<file path="src/rtl/mem_access_ctrl.sv">
// MEM-stage load/store controller: runs one req/ack data-memory access per request and stalls the pipeline meanwhile.
// Optional watchdog abort of a stuck REQ is enabled by defining MEM_TIMEOUT_EN.
module mem_access_ctrl #(
  parameter int unsigned TIMEOUT_CYCLES = 255
) (
  input  logic        clk,
  input  logic        reset,
  input  logic        memread_MEM,
  input  logic        memwrite_MEM,
  input  logic [2:0]  funct3_MEM,
  input  logic [31:0] addr_MEM,
  input  logic [31:0] wdata_MEM,
  output logic        stall,
  output logic [31:0] load_data,
  output logic        load_valid,
  output logic        misalign_err,
  output logic        timeout_err,
  output logic        dmem_req,
  output logic        dmem_we,
  output logic [31:0] dmem_addr,
  output logic [31:0] dmem_wdata,
  output logic [3:0]  dmem_be,
  input  logic [31:0] dmem_rdata,
  input  logic        dmem_ack
);

  localparam logic [1:0] S_IDLE = 2'd0;
  localparam logic [1:0] S_REQ  = 2'd1;
  localparam logic [1:0] S_DONE = 2'd2;

  logic [1:0]  state_reg, state_next;
  logic        pending, misaligned, start, abort;
  logic [3:0]  be_calc;
  logic [31:0] wdata_calc;
  logic [31:0] extract;
  logic [7:0]  byte_sel;
  logic [15:0] half_sel;

  logic        we_reg;
  logic [31:0] addr_reg;
  logic [31:0] wdata_reg;
  logic [3:0]  be_reg;
  logic        rd_reg;
  logic [2:0]  funct3_reg;
  logic [1:0]  off_reg;
  logic [31:0] load_data_reg;
  logic        load_valid_reg;
  logic        timeout_reg;

  // Gating with reset keeps stall low for the whole time reset is held,
  // even if the MEM-stage request is still present.
  assign pending = (memread_MEM | memwrite_MEM) & ~reset;

  always_comb begin
    misaligned = 1'b0;
    case (funct3_MEM[1:0])
      2'b00:   misaligned = 1'b0;
      2'b01:   misaligned = addr_MEM[0];
      2'b10:   misaligned = (addr_MEM[1:0] != 2'b00);
      default: misaligned = 1'b1;
    endcase
  end

  assign start        = (state_reg == S_IDLE) & pending & ~misaligned;
  assign misalign_err = (state_reg == S_IDLE) & pending & misaligned;
  assign stall        = start | (state_reg == S_REQ);
  assign dmem_req     = (state_reg == S_REQ);

  always_comb begin
    be_calc    = 4'b1111;
    wdata_calc = wdata_MEM;
    case (funct3_MEM[1:0])
      2'b00: begin
        be_calc    = 4'b0001 << addr_MEM[1:0];
        wdata_calc = {4{wdata_MEM[7:0]}};
      end
      2'b01: begin
        be_calc    = 4'b0011 << {addr_MEM[1], 1'b0};
        wdata_calc = {2{wdata_MEM[15:0]}};
      end
      default: begin
        be_calc    = 4'b1111;
        wdata_calc = wdata_MEM;
      end
    endcase
  end

  // Extraction uses the offset/size latched at issue, not the live MEM inputs.
  always_comb begin
    byte_sel = dmem_rdata[7:0];
    case (off_reg)
      2'd0:    byte_sel = dmem_rdata[7:0];
      2'd1:    byte_sel = dmem_rdata[15:8];
      2'd2:    byte_sel = dmem_rdata[23:16];
      default: byte_sel = dmem_rdata[31:24];
    endcase
    half_sel = off_reg[1] ? dmem_rdata[31:16] : dmem_rdata[15:0];
    extract  = dmem_rdata;
    case (funct3_reg[1:0])
      2'b00:   extract = {{24{~funct3_reg[2] & byte_sel[7]}}, byte_sel};
      2'b01:   extract = {{16{~funct3_reg[2] & half_sel[15]}}, half_sel};
      default: extract = dmem_rdata;
    endcase
  end

`ifdef MEM_TIMEOUT_EN
  logic [15:0] cnt_reg;

  always_ff @(posedge clk or posedge reset) begin
    if (reset) begin
      cnt_reg <= 16'd0;
    end else if (start) begin
      cnt_reg <= 16'd0;
    end else if ((state_reg == S_REQ) && !dmem_ack) begin
      cnt_reg <= cnt_reg + 16'd1;
    end
  end

  // Fires on the REQ cycle that would bring the count to the limit; an ack wins.
  assign abort = (state_reg == S_REQ) && !dmem_ack &&
                 (({1'b0, cnt_reg} + 17'd1) == 17'(TIMEOUT_CYCLES));
`else
  logic unused_timeout_cfg;
  assign unused_timeout_cfg = |32'(TIMEOUT_CYCLES);
  assign abort = 1'b0;
`endif

  always_comb begin
    state_next = state_reg;
    case (state_reg)
      S_IDLE:  state_next = start ? S_REQ : S_IDLE;
      S_REQ:   state_next = (dmem_ack || abort) ? S_DONE : S_REQ;
      S_DONE:  state_next = S_IDLE;
      default: state_next = S_IDLE;
    endcase
  end

  always_ff @(posedge clk or posedge reset) begin
    if (reset) begin
      state_reg <= S_IDLE;
    end else begin
      state_reg <= state_next;
    end
  end

  always_ff @(posedge clk or posedge reset) begin
    if (reset) begin
      we_reg         <= 1'b0;
      addr_reg       <= 32'd0;
      wdata_reg      <= 32'd0;
      be_reg         <= 4'd0;
      rd_reg         <= 1'b0;
      funct3_reg     <= 3'd0;
      off_reg        <= 2'd0;
      load_data_reg  <= 32'd0;
      load_valid_reg <= 1'b0;
      timeout_reg    <= 1'b0;
    end else begin
      load_valid_reg <= 1'b0;
      timeout_reg    <= 1'b0;
      if (start) begin
        // A simultaneous read+write is issued as a plain read.
        we_reg     <= memwrite_MEM & ~memread_MEM;
        addr_reg   <= {addr_MEM[31:2], 2'b00};
        wdata_reg  <= wdata_calc;
        be_reg     <= memread_MEM ? 4'b0000 : be_calc;
        rd_reg     <= memread_MEM;
        funct3_reg <= funct3_MEM;
        off_reg    <= addr_MEM[1:0];
      end
      if (state_reg == S_REQ) begin
        if (dmem_ack) begin
          load_valid_reg <= rd_reg;
          if (rd_reg) begin
            load_data_reg <= extract;
          end
        end else if (abort) begin
          load_valid_reg <= rd_reg;
          timeout_reg    <= 1'b1;
          if (rd_reg) begin
            load_data_reg <= 32'd0;
          end
        end
      end
    end
  end

  assign dmem_we     = we_reg;
  assign dmem_addr   = addr_reg;
  assign dmem_wdata  = wdata_reg;
  assign dmem_be     = be_reg;
  assign load_data   = load_data_reg;
  assign load_valid  = load_valid_reg;
  assign timeout_err = timeout_reg;

endmodule

</file>
<file path="config.mk">
export PLATFORM = sky130hd
export DESIGN_NAME = mem_access_ctrl
export DESIGN_NICKNAME = d
export VERILOG_FILES = /design/src/rtl/mem_access_ctrl.sv
export SDC_FILE = /design/constraint.sdc
export NUM_CORES = 1
export LEC_CHECK = 0
export ABC_AREA = 1
export CORE_MARGIN = 4
export CORE_UTILIZATION = 40
export CTS_BUF_LIST = sky130_fd_sc_hd__clkbuf_4
export DETAILED_ROUTE_END_ITERATION = 10
export GPL_TIMING_DRIVEN = 0
export HOLD_SLACK_MARGIN = 0.12
export PLACE_DENSITY = 0.79
export SETUP_SLACK_MARGIN = 0.5
export SLEW_MARGIN = 20
export SYNTH_ARGS = -nofsm -noshare
export SYNTH_HDL_FRONTEND = slang
export SYNTH_SLANG_ARGS = --single-unit
</file>
<file path="constraint.sdc">
create_clock -name clk -period 3.8 [get_ports clk]
set_input_delay 0.76 -clock clk [delete_from_list [all_inputs] [get_ports clk]]
set_output_delay 0.76 -clock clk [all_outputs]
set_load 0.1 [all_outputs]
</file>
==> run_results.csv, run 1 <==
group,metric,value,unit
status,status,"complete, no violations",
cts,clock-sinks,108,
cts,h-tree-depth,3,
power,p_comb_frac,0.667,
finish,syn_to_final_growth,49.7,%
die,initial_core_util,0.412,
placement,dp_slack,-0.338,ns
worst_setup_path,max_stage_delay,0.56,ns
grt,grtUsageMet3,0.0834,
synth,synth_edf_count,0,
sta,setup_violations,0,
synth,synth_top_area_frac,0.542,
cts,post_cts_buffers,0,
sta,fin_tns_setup,0,ns
drt,dr.pass1.iters,5,
finish,diodes,0,
synth,syn_area,0.00499,mm2
synth,yosys_warnings,0,
die,design.die.area,0.0143,mm2
die,rows,40,
cts,cts_buffer_depth,2,
power,pwr-share-clk,0.075,
placement,place_area,0.00734,mm2
finish,drive_gt1_frac,0.0716,
synth,netlist_top_cells_area,"dfrtp_1 54%, nand2_1 18%, a21oi_1 7.1%",
grt,use_met2,0.364,
sta,slew_headroom,0.312,
synth,synth.distinct_cells,26,
grt,grt_use_met1,0.282,
cts,cts.clk_slew.worst_paths,0.16,ns
synth,synth_top_area_cell,"dfrtp_1",
sta,period_minus_slack,3.17,ns
sta,hold_viol,0,
placement,dpl.cell_count,1004,
placement,io_buffers,206,
worst_setup_path,cp_cell_sequence,"clkdlybuf4s50_1, inv_2, o21ai_2, a21oi_4, inv_2, buf_6, buf_6, nand2_1, buf_12",
power,p_int,2.69,mW
grt,overflow,0,
placement,dpl.hpwl,12.2,mm
power,finalPower,6.83,mW
synth,ys_seq_elements,108,
synth,async_flop_share,1.00,
finish,stdcell_count,1020,
power,powerDensity,915,mW/mm2
sta,slew_violations,0,
worst_setup_path,crit_path_end_kind,"output pin",
worst_setup_path,crit_path_max_fanout,10,
sta,rsz0062_at_grt,"false",
synth,netlist_instances,625,
drt,num_vias,4974,
sta,period_share,0.835,
finish,fin_area,0.00747,mm2
finish,fin_util,0.617,
die,core,0.0121,mm2
cts,clockRootBuffer,"clkbuf_4",
drt,viasPerCell,4.88,
die,io-pin-count,210,
grt,grt_util_all_layers,0.226,
drt,ant_nets,0,
grt,antenna_found_initial,0,
power,p_sw_frac,0.606,
synth,synthFlopType,"dfrtp_1",
finish,fin_nets,951,
min_path,min_path_type,"flop to flop",
drt,finalWirelength,15.9,mm
die,die_h,120,um
worst_setup_path,cp.arrival,2.41,ns
grt,grt_max_degree,34,
power,power.share.sequential,0.258,
power,p_leak,3.54,nW
worst_setup_path,path_delay_family,"buffers and inverters",
drt,wl_per_cell,15.6,um
power,p_switching,4.14,mW
sta,max_freq,0.315,GHz
cts,cts_tree,"done",
power,peakVddDrop,0.545,mV
die,fp.dieW,120,um
worst_setup_path,cp.required,3.04,ns
synth,synth_most_common_cell,"nand2_1",
placement,globalplace.congestion,0.869,
grt,grt_most_used_layer,"met2",
worst_setup_path,crit_type,"input port to output pin",
sta,skew,0.0122,ns
synth,netlist_top_cells_count,"234 x nand2_1, 108 x dfrtp_1, 71 x a21oi_1",
grt,grt_pass1_vias,4962,
drt,drtIter0Drc,452,
run,drv_cap,0,
worst_setup_path,crit_buf_inv,6,
synth,seq_area_frac_synth,0.542,
cts,clock_latency,0.47,ns
cts,cts_buffers,9,
sta,hold_ws,0.490,ns
worst_setup_path,critPathLaunchType,"input port",
worst_setup_path,critPathSlowestCell,"clkdlybuf4s50_1",
sta,worstMarginPinSlew,1.03,ns
sta,fin_ws,0.627,ns
drt,route.detailed.drc,0,
grt,grt_pass1_wl,25.8,mm
synth,avgSynthCellArea,7.98,um2
[placed cells by master (no fill, tap or decap), types with 2 or more instances in the layout]
cell type	n
a21oi_1	71
buf_12	3
buf_2	18
buf_4	5
buf_6	6
clkbuf_1	7
clkbuf_4	11
clkdlybuf4s50_1	203
clkinv_1	5
conb_1	3
dfrtp_1	108
inv_1	24
inv_2	5
nand2_1	234
nand3_1	7
nor2_1	55
nor2_2	2
o211ai_1	3
o21ai_0	40
o21ai_1	21
o22ai_1	7
[cells by family (layout without fill, tap and decap cells)]
kind of cell | Yosys count | after routing | share of synthesized area
AOI/OAI and AO/OA | 146 | 146 | 0.152
buffers and inverters | 68 | 293 | 0.0697
DFF | 108 | 108 | 0.542
other | 1 | 3 | 0.000752
and+or+nand+nor | 302 | 302 | 0.236
[power by group through the flow]
stage / clock network [mW] / logic (mW) / registers [mW]
6_report: 0.514 / 4.55 / 1.76
5_1_grt: 0.583 / 4.74 / 1.82
4_1_cts: 0.529 / 4.56 / 1.76
3_5_place_dp: 0 / 4.56 / 1.78
3_3_place_gp: 0 / 4.52 / 1.77
2_1_floorplan: 0 / 0.709 / 4.47
[timing repair]
item | 4_1_cts | 5_1_grt
gates cloned | 0 | 0
hold buffers | 0 | 0
hold endpoints to repair | 0 | 0
pin swaps | 0 | 0
gates resized for setup | 9 | 7
setup endpoints to repair | 2 | 1
[final timing paths]
| kind | startpoint | cells past startpoint | to | slack, ns |
|---|---|---|---|---|
| worst min-delay path | dmem_addr[16] | 2 | dmem_addr[16] | 0.49 |
| worst max-delay path | funct3_MEM[0] | 9 | stall | 0.63 |
| max in group asynchronous | reset | 4 | load_data[22] | 2.24 |
| min in group asynchronous | reset | 2 | dmem_addr[21] | 0.81 |
| worst max register to register | funct3_reg[1] | 10 | load_data[11] | 2.27 |
| worst min register to register | dmem_addr[16] | 2 | dmem_addr[16] | 0.49 |
[per-layer routing]
metal  vias up  share of wire
li1       2442              -
met1      2291           0.41
met2       216           0.47
met3        25           0.10
met4         0          0.018
met5         -              0
[area by class of cell]
cell class                      count  area [um2]
Timing Repair Buffer              209        2140
Clock inverter                      5        18.8
Clock buffer                       11        82.6
Tap cell                          168         210
Inverter                           31         125
Buffer                             37         226
Multi-Input combinational cell    451        1960
Fill cell                        1086        4640
Sequential cell                   108        2700
[worst register-to-register path, stage by stage (launching register included)]
cell	delay, ns
dfrtp_1	0.40
buf_6	0.15
inv_2	0.16
nand2_1	0.08
nor2_1	0.09
nand2_1	0.08
nand2_1	0.09
nand2_1	0.19
nand2_1	0.11
nand2_1	0.07
nand2_1	0.06
(Power assumes the default switching activity.)
==> run 2: changes to the inputs <==
--- a/config.mk
+++ b/config.mk
@@ -12,7 +12,7 @@
 export DETAILED_ROUTE_END_ITERATION = 10
 export GPL_TIMING_DRIVEN = 0
 export HOLD_SLACK_MARGIN = 0.12
-export PLACE_DENSITY = 0.79
+export PLACE_DENSITY = 0.76
 export SETUP_SLACK_MARGIN = 0.5
 export SLEW_MARGIN = 20
 export SYNTH_ARGS = -nofsm -noshare
==> constraint.sdc (replaced) <==
create_clock -name clk -period 3.26 [get_ports clk]
set_input_delay 0.652 -clock clk [delete_from_list [all_inputs] [get_ports clk]]
set_output_delay 0.652 -clock clk [all_outputs]
set_load 0.1 [all_outputs]
==> run 2 against run 1 <==
  * Clock skew increased by 0.0020 ns
  * Worst setup slack got worse by 0.084 ns
  * Routed wire length increased by 0.91%
  * Cell count increased by 0.39%
  * Via count increased by 1.2%
  * Combinational power increased by 17%
  * Sequential share of layout area decreased by 0.37 points
  * Critical path depth increased by 1
  * Largest power group unchanged
  * Highest routed layer unchanged
==> run_results.csv, run 2 (synthesis results as in run 1) <==
group,metric,value,unit
status,status,"complete, no violations",
sta,rsz0062_at_grt,"true",
cts,clockRootBuffer,"clkbuf_4",
finish,layout_common_cells,"233 x nand2_1, 199 x clkdlybuf4s50_1, 108 x dfrtp_1",
finish,syn_to_final_growth,51.2,%
finish,drive_gt1_frac,0.0807,
placement,dpl.hpwl,12.6,mm
grt,antenna_found_initial,1,
drt,routed.top_layer,"met4",
power,power.share.sequential,0.253,
cts,cts_hold_buf,0,
worst_setup_path,crit_path_end_kind,"output pin",
grt,overflow,0,
cts,h-tree-depth,3,
die,design.die.area,0.0143,mm2
drt,dr_wl_met3,1.77,mm
drt,dr.pass1.iters,7,
sta,period_share,0.833,
worst_setup_path,critPathLaunchType,"input port",
die,io-pin-count,210,
die,die_h,120,um
power,p_int,3.28,mW
sta,slew_headroom,0.315,
power,p_leak,3.59,nW
placement,globalplace.congestion,0.929,
cts,clock-sinks,108,
finish,fin_nets,954,
power,p_switching,4.83,mW
worst_setup_path,cp.arrival,2.07,ns
worst_setup_path,max_stage_delay,0.45,ns
drt,num_vias,5034,
drt,viasPerCell,4.92,
power,p_comb_frac,0.656,
power,peakVddDrop,0.574,mV
die,fp.dieW,120,um
die,initial_core_util,0.412,
sta,slew_violations,0,
drt,route.detailed.drc,0,
grt,grt_pass1_wl,26.1,mm
power,powerDensity,1070,mW/mm2
finish,final_common_cell,"nand2_1",
sta,hold_viol,0,
sta,skew,0.0142,ns
grt,grt_util_all_layers,0.228,
grt,grt_pass1_vias,5177,
min_path,min_path_type,"flop to flop",
cts,cts_tree,"done",
worst_setup_path,cp.required,2.61,ns
sta,max_freq,0.368,GHz
cts,cts_buffers,9,
sta,hold_ws,0.490,ns
power,p_sw_frac,0.596,
drt,ant_nets,0,
cts,cts.clk_slew.worst_paths,0.15,ns
worst_setup_path,critPathSlowestCell,"clkdlybuf4s50_1",
drt,finalWirelength,16.1,mm
die,rows,40,
worst_setup_path,crit_buf_inv,5,
worst_setup_path,crit_path_max_fanout,10,
power,finalPower,8.11,mW
drt,drtIter0Drc,431,
sta,setup_violations,0,
placement,io_buffers,206,
die,core,0.0121,mm2
worst_setup_path,cp_cell_sequence,"clkdlybuf4s50_1, nor2_1, nor2_1, nand2_1, a21oi_2, inv_2, buf_8, buf_8, nand2_4, buf_12",
sta,period_minus_slack,2.72,ns
drt,met2_length,7.55,mm
sta,worstMarginPinSlew,1.03,ns
power,pwr-share-clk,0.091,
grt,grt_max_degree,33,
cts,cts_buffer_depth,2,
cts,clock_latency,0.46,ns
run,drv_cap,0,
worst_setup_path,path_delay_family,"buffers and inverters",
finish,fin_util,0.623,
worst_setup_path,crit_type,"input port to output pin",
drt,drt-met1-wl,6.35,mm
drt,wl_per_cell,15.7,um
## run 2: changes by cell type in the layout (fill, tap and decap cells not counted), sizes merged
cell	previous run	this run
buf	33	37
bufinv	0	2
clkbuf	19	17
clkdlybuf4s50	203	199
diode	0	1
dlygate4sd2	0	2
dlymetal6s2s	1	2
## run 2: worst reg2reg max path, cell delays in order (launching register included)
cell and delay, ns:
dfrtp_1 0.41, inv_1 0.05, nand2_1 0.15, nor2_1 0.28
clkbuf_1 0.42, nor2_1 0.08, a21oi_1 0.14
## run 2: layout make-up
cell class | instances | area, um2
fillers | 1096 | 4570
inverters | 31 | 125
repair buffers | 212 | 2160
clock inverters | 7 | 81.3
well taps | 168 | 210
flip-flops and latches | 108 | 2700
diodes | 1 | 2.50
plain buffers | 37 | 234
clock buffers | 9 | 67.6
multi-input cells | 451 | 1960
## run 2: worst paths after layout
check	end	cells after the start	slack [ns]	start
max	stall	10	0.54	memwrite_MEM
min	dmem_addr[7]	2	0.49	dmem_addr[7]
max reg2reg	load_data[17]	6	1.65	state_reg[1]
min reg2reg	dmem_addr[7]	2	0.49	dmem_addr[7]
max in group asynchronous	load_data[18]	3	1.99	reset
min in group asynchronous	dmem_addr[23]	2	0.68	reset
## run 2: metal layers
metal	global-route usage	up-vias
met3	0.0900	30
met5	0	-
met1	0.275	2320
met4	0.0795	0
met2	0.371	241
li1	-	2443
## run 2: per-stage QoR
| step | setup slack (ns) | TNS, ns | cell area [um2] | cells |
|---|---|---|---|---|
| 4_1_cts | 0.328 | 0 | 7500 | 1021 |
| 3_5_place_dp | -0.663 | -0.933 | 7340 | 1004 |
| 2_1_floorplan | 0.570 | 0 | 5000 | 627 |
| 5_1_grt | 0.498 | 0 | 7540 | 1024 |
| 3_3_place_gp | -0.617 | -0.871 | 7270 | 1001 |
| 6_report | 0.543 | 0 | 7540 | 1024 |
## run 2: power by group through the flow
stage / registers (mW) / logic [mW] / clock network (mW)
2_1_floorplan: 5.21 / 0.827 / 0
3_3_place_gp: 2.07 / 5.27 / 0
3_5_place_dp: 2.08 / 5.32 / 0
4_1_cts: 2.05 / 5.34 / 0.760
5_1_grt: 2.11 / 5.53 / 0.819
6_report: 2.05 / 5.32 / 0.738
## run 2: what timing repair did
action	CTS	global route
resized for setup	18	9
setup endpoints to repair	3	2
pin swaps	0	3
endpoints found under the hold margin	0	0
buffers inserted	1	2
==> run 3: changes to the inputs <==
==> constraint.sdc (replaced) <==
create_clock -name clk -period 2.6 [get_ports clk]
set_input_delay 0.52 -clock clk [delete_from_list [all_inputs] [get_ports clk]]
set_output_delay 0.52 -clock clk [all_outputs]
set_load 0.1 [all_outputs]
==> run 3 against run 2 <==
  * Register-to-register slack lost 0.77 ns
  * Largest power group unchanged
  * Critical path depth fell by 1
  * Sequential power is 26% higher
  * Clock-buffer cell count unchanged
  * First-iteration DRC count is 31% lower
  * Via count is 0.64% higher
  * Non-clock buffer count rose by 9
  * Sequential share of layout area decreased by 1.1 points
  * Combinational power rose by 23%
  * Cell count grew 0.98%
  * Utilization grew 2.1 points
  * Critical endpoint unchanged
==> run_results.csv, run 3 (synthesis results as in run 1) <==
group,metric,value,unit
cts,cts_tree,"done",
grt,antenna_found_initial,2,
die,fp.dieW,120,um
die,io-pin-count,210,
placement,io_buffers,206,
worst_setup_path,cp_cell_sequence,"clkdlybuf4s50_1, inv_2, o21ai_2, a21oi_2, inv_2, buf_8, buf_8, nand2_4, buf_12",
finish,syn_to_final_growth,56.2,%
cts,clock_latency,0.46,ns
sta,max_freq,0.429,GHz
worst_setup_path,critPathSlowestCell,"clkdlybuf4s50_1",
cts,h-tree-depth,3,
worst_setup_path,crit_path_max_fanout,3,
die,initial_core_util,0.412,
cts,cts.clk_slew.worst_paths,0.18,ns
drt,finalWirelength,16.5,mm
die,core,0.0121,mm2
cts,cts_buffers,9,
grt,grt_util_all_layers,0.233,
cts,clock-sinks,108,
finish,fin_nets,963,
power,peakVddDrop,0.702,mV
sta,setup_violations,0,
sta,skew,0.0172,ns
die,design.die.area,0.0143,mm2
sta,worstMarginPinSlew,0.675,ns
sta,slew_headroom,0.549,
power,powerDensity,1310,mW/mm2
min_path,min_path_type,"input port to asynchronous set/reset pin",
grt,grt_max_degree,35,
drt,drtIter0Drc,297,
cts,clockRootBuffer,"clkbuf_4",
worst_setup_path,reg2reg_from,"state_reg[1]",
worst_setup_path,cp.required,2.08,ns
status,status,"complete, no violations",
placement,globalplace.congestion,0.895,
drt,wl_per_cell,16.0,um
placement,dpl.hpwl,12.6,mm
worst_setup_path,crit_buf_inv,6,
sta,rsz0062_at_grt,"true",
cts,cts_buffer_depth,2,
power,p_leak,3.71,nW
die,die_h,120,um
grt,overflow,0,
drt,route.detailed.drc,0,
sta,hold_viol,0,
finish,fin_util,0.643,
finish,final_common_cell,"nand2_1",
worst_setup_path,max_stage_delay,0.44,ns
drt,viasPerCell,4.90,
worst_setup_path,endpoint,"stall",
finish,fill_cells,1063,
finish,layout_common_cells,"231 x nand2_1, 108 x dfrtp_1, 100 x clkdlybuf4s15_2",
sta,slew_violations,0,
finish,stdcell_count,1034,
worst_setup_path,crit_path_end_kind,"output pin",
drt,dr.pass1.iters,5,
worst_setup_path,cp.depth,9,
sta,period_minus_slack,2.33,ns
worst_setup_path,reg2reg_depth,7,
placement,dpl.cell_count,1004,
drt,ant_nets,0,
drt,num_vias,5066,
run,drv_cap,0,
worst_setup_path,critPathLaunchType,"input port",
sta,period_share,0.896,
worst_setup_path,r2r_slack,0.88,ns
cts,cts_hold_buf,0,
worst_setup_path,r2r-end,"load_data[16]",
worst_setup_path,path_delay_family,"buffers and inverters",
finish,drive_gt1_frac,0.213,
worst_setup_path,crit_start,"funct3_MEM[1]",
grt,grt_pass1_wl,26.7,mm
worst_setup_path,cp.arrival,1.81,ns
worst_setup_path,crit_type,"input port to output pin",
die,rows,40,
grt,grt_pass1_vias,5251,
## run 3: metrics by stage
stage | power (mW) | setup slack [ns] | cell area (um2) | hold slack (ns) | TNS, ns
finish | 10.2 | 0.270 | 7790 | 0.297 | 0
global route | 10.7 | 0.188 | 7790 | 0.269 | 0
CTS | 10.3 | 0.275 | 7770 | 0.281 | 0
detailed placement | 9.30 | -1.04 | 7350 | 0.457 | -1.66
global placement | 9.22 | -1.01 | 7290 | 0.453 | -34.40
floorplan | 7.57 | 0.586 | 5010 | 0.443 | 0
## run 3: power breakdown
part / internal (mW) / switching, mW
combinational: 1.34 / 5.21
clock: 0.494 / 0.588
sequential: 2.24 / 0.342
## run 3: what timing repair did
item | 4_1_cts | 5_1_grt
pin swaps | 7 | 0
setup buffers | 10 | 2
gates resized for setup | 336 | 1
endpoints found under the setup margin | 103 | 2
## run 3: how the worst min path moves through the flow
stage                         end  slack [ns]  depth (start not counted)
CTS                 dmem_addr[26]        0.28                          2
detailed placement  dmem_addr[18]        0.46                          2
floorplan           funct3_reg[2]        0.44                          2
global placement    dmem_addr[22]        0.45                          2
finish              dmem_addr[26]        0.30                          2
global route        dmem_addr[24]        0.27                          2
## run 3: worst register-to-register path: stages (launching register included)
cell and delay [ns]:
dfrtp_1 0.42, buf_4 0.13, inv_1 0.04, nand2_1 0.14
nor2_1 0.27, clkbuf_1 0.43, nor2_1 0.09, a21oi_1 0.14
## run 3: layout make-up
type,count,area [um2],area share
multi-input cells,451,1970,0.253
plain buffers,37,234,0.0300
inverters,31,125,0.0161
repair buffers,221,2350,0.302
flip-flops and latches,108,2700,0.347
well taps,168,210,0.0270
clock inverters,7,123,0.0157
clock buffers,9,67.6,0.00867
diodes,2,5.00,0.000642
## run 3: routing by layer
layer	GRT usage	wire length, um	up-vias
met4	0.0830	332	0
met3	0.0848	1640	31
met1	0.291	6880	2335
met5	0	0	-
li1	-	-	2468
met2	0.373	7660	232
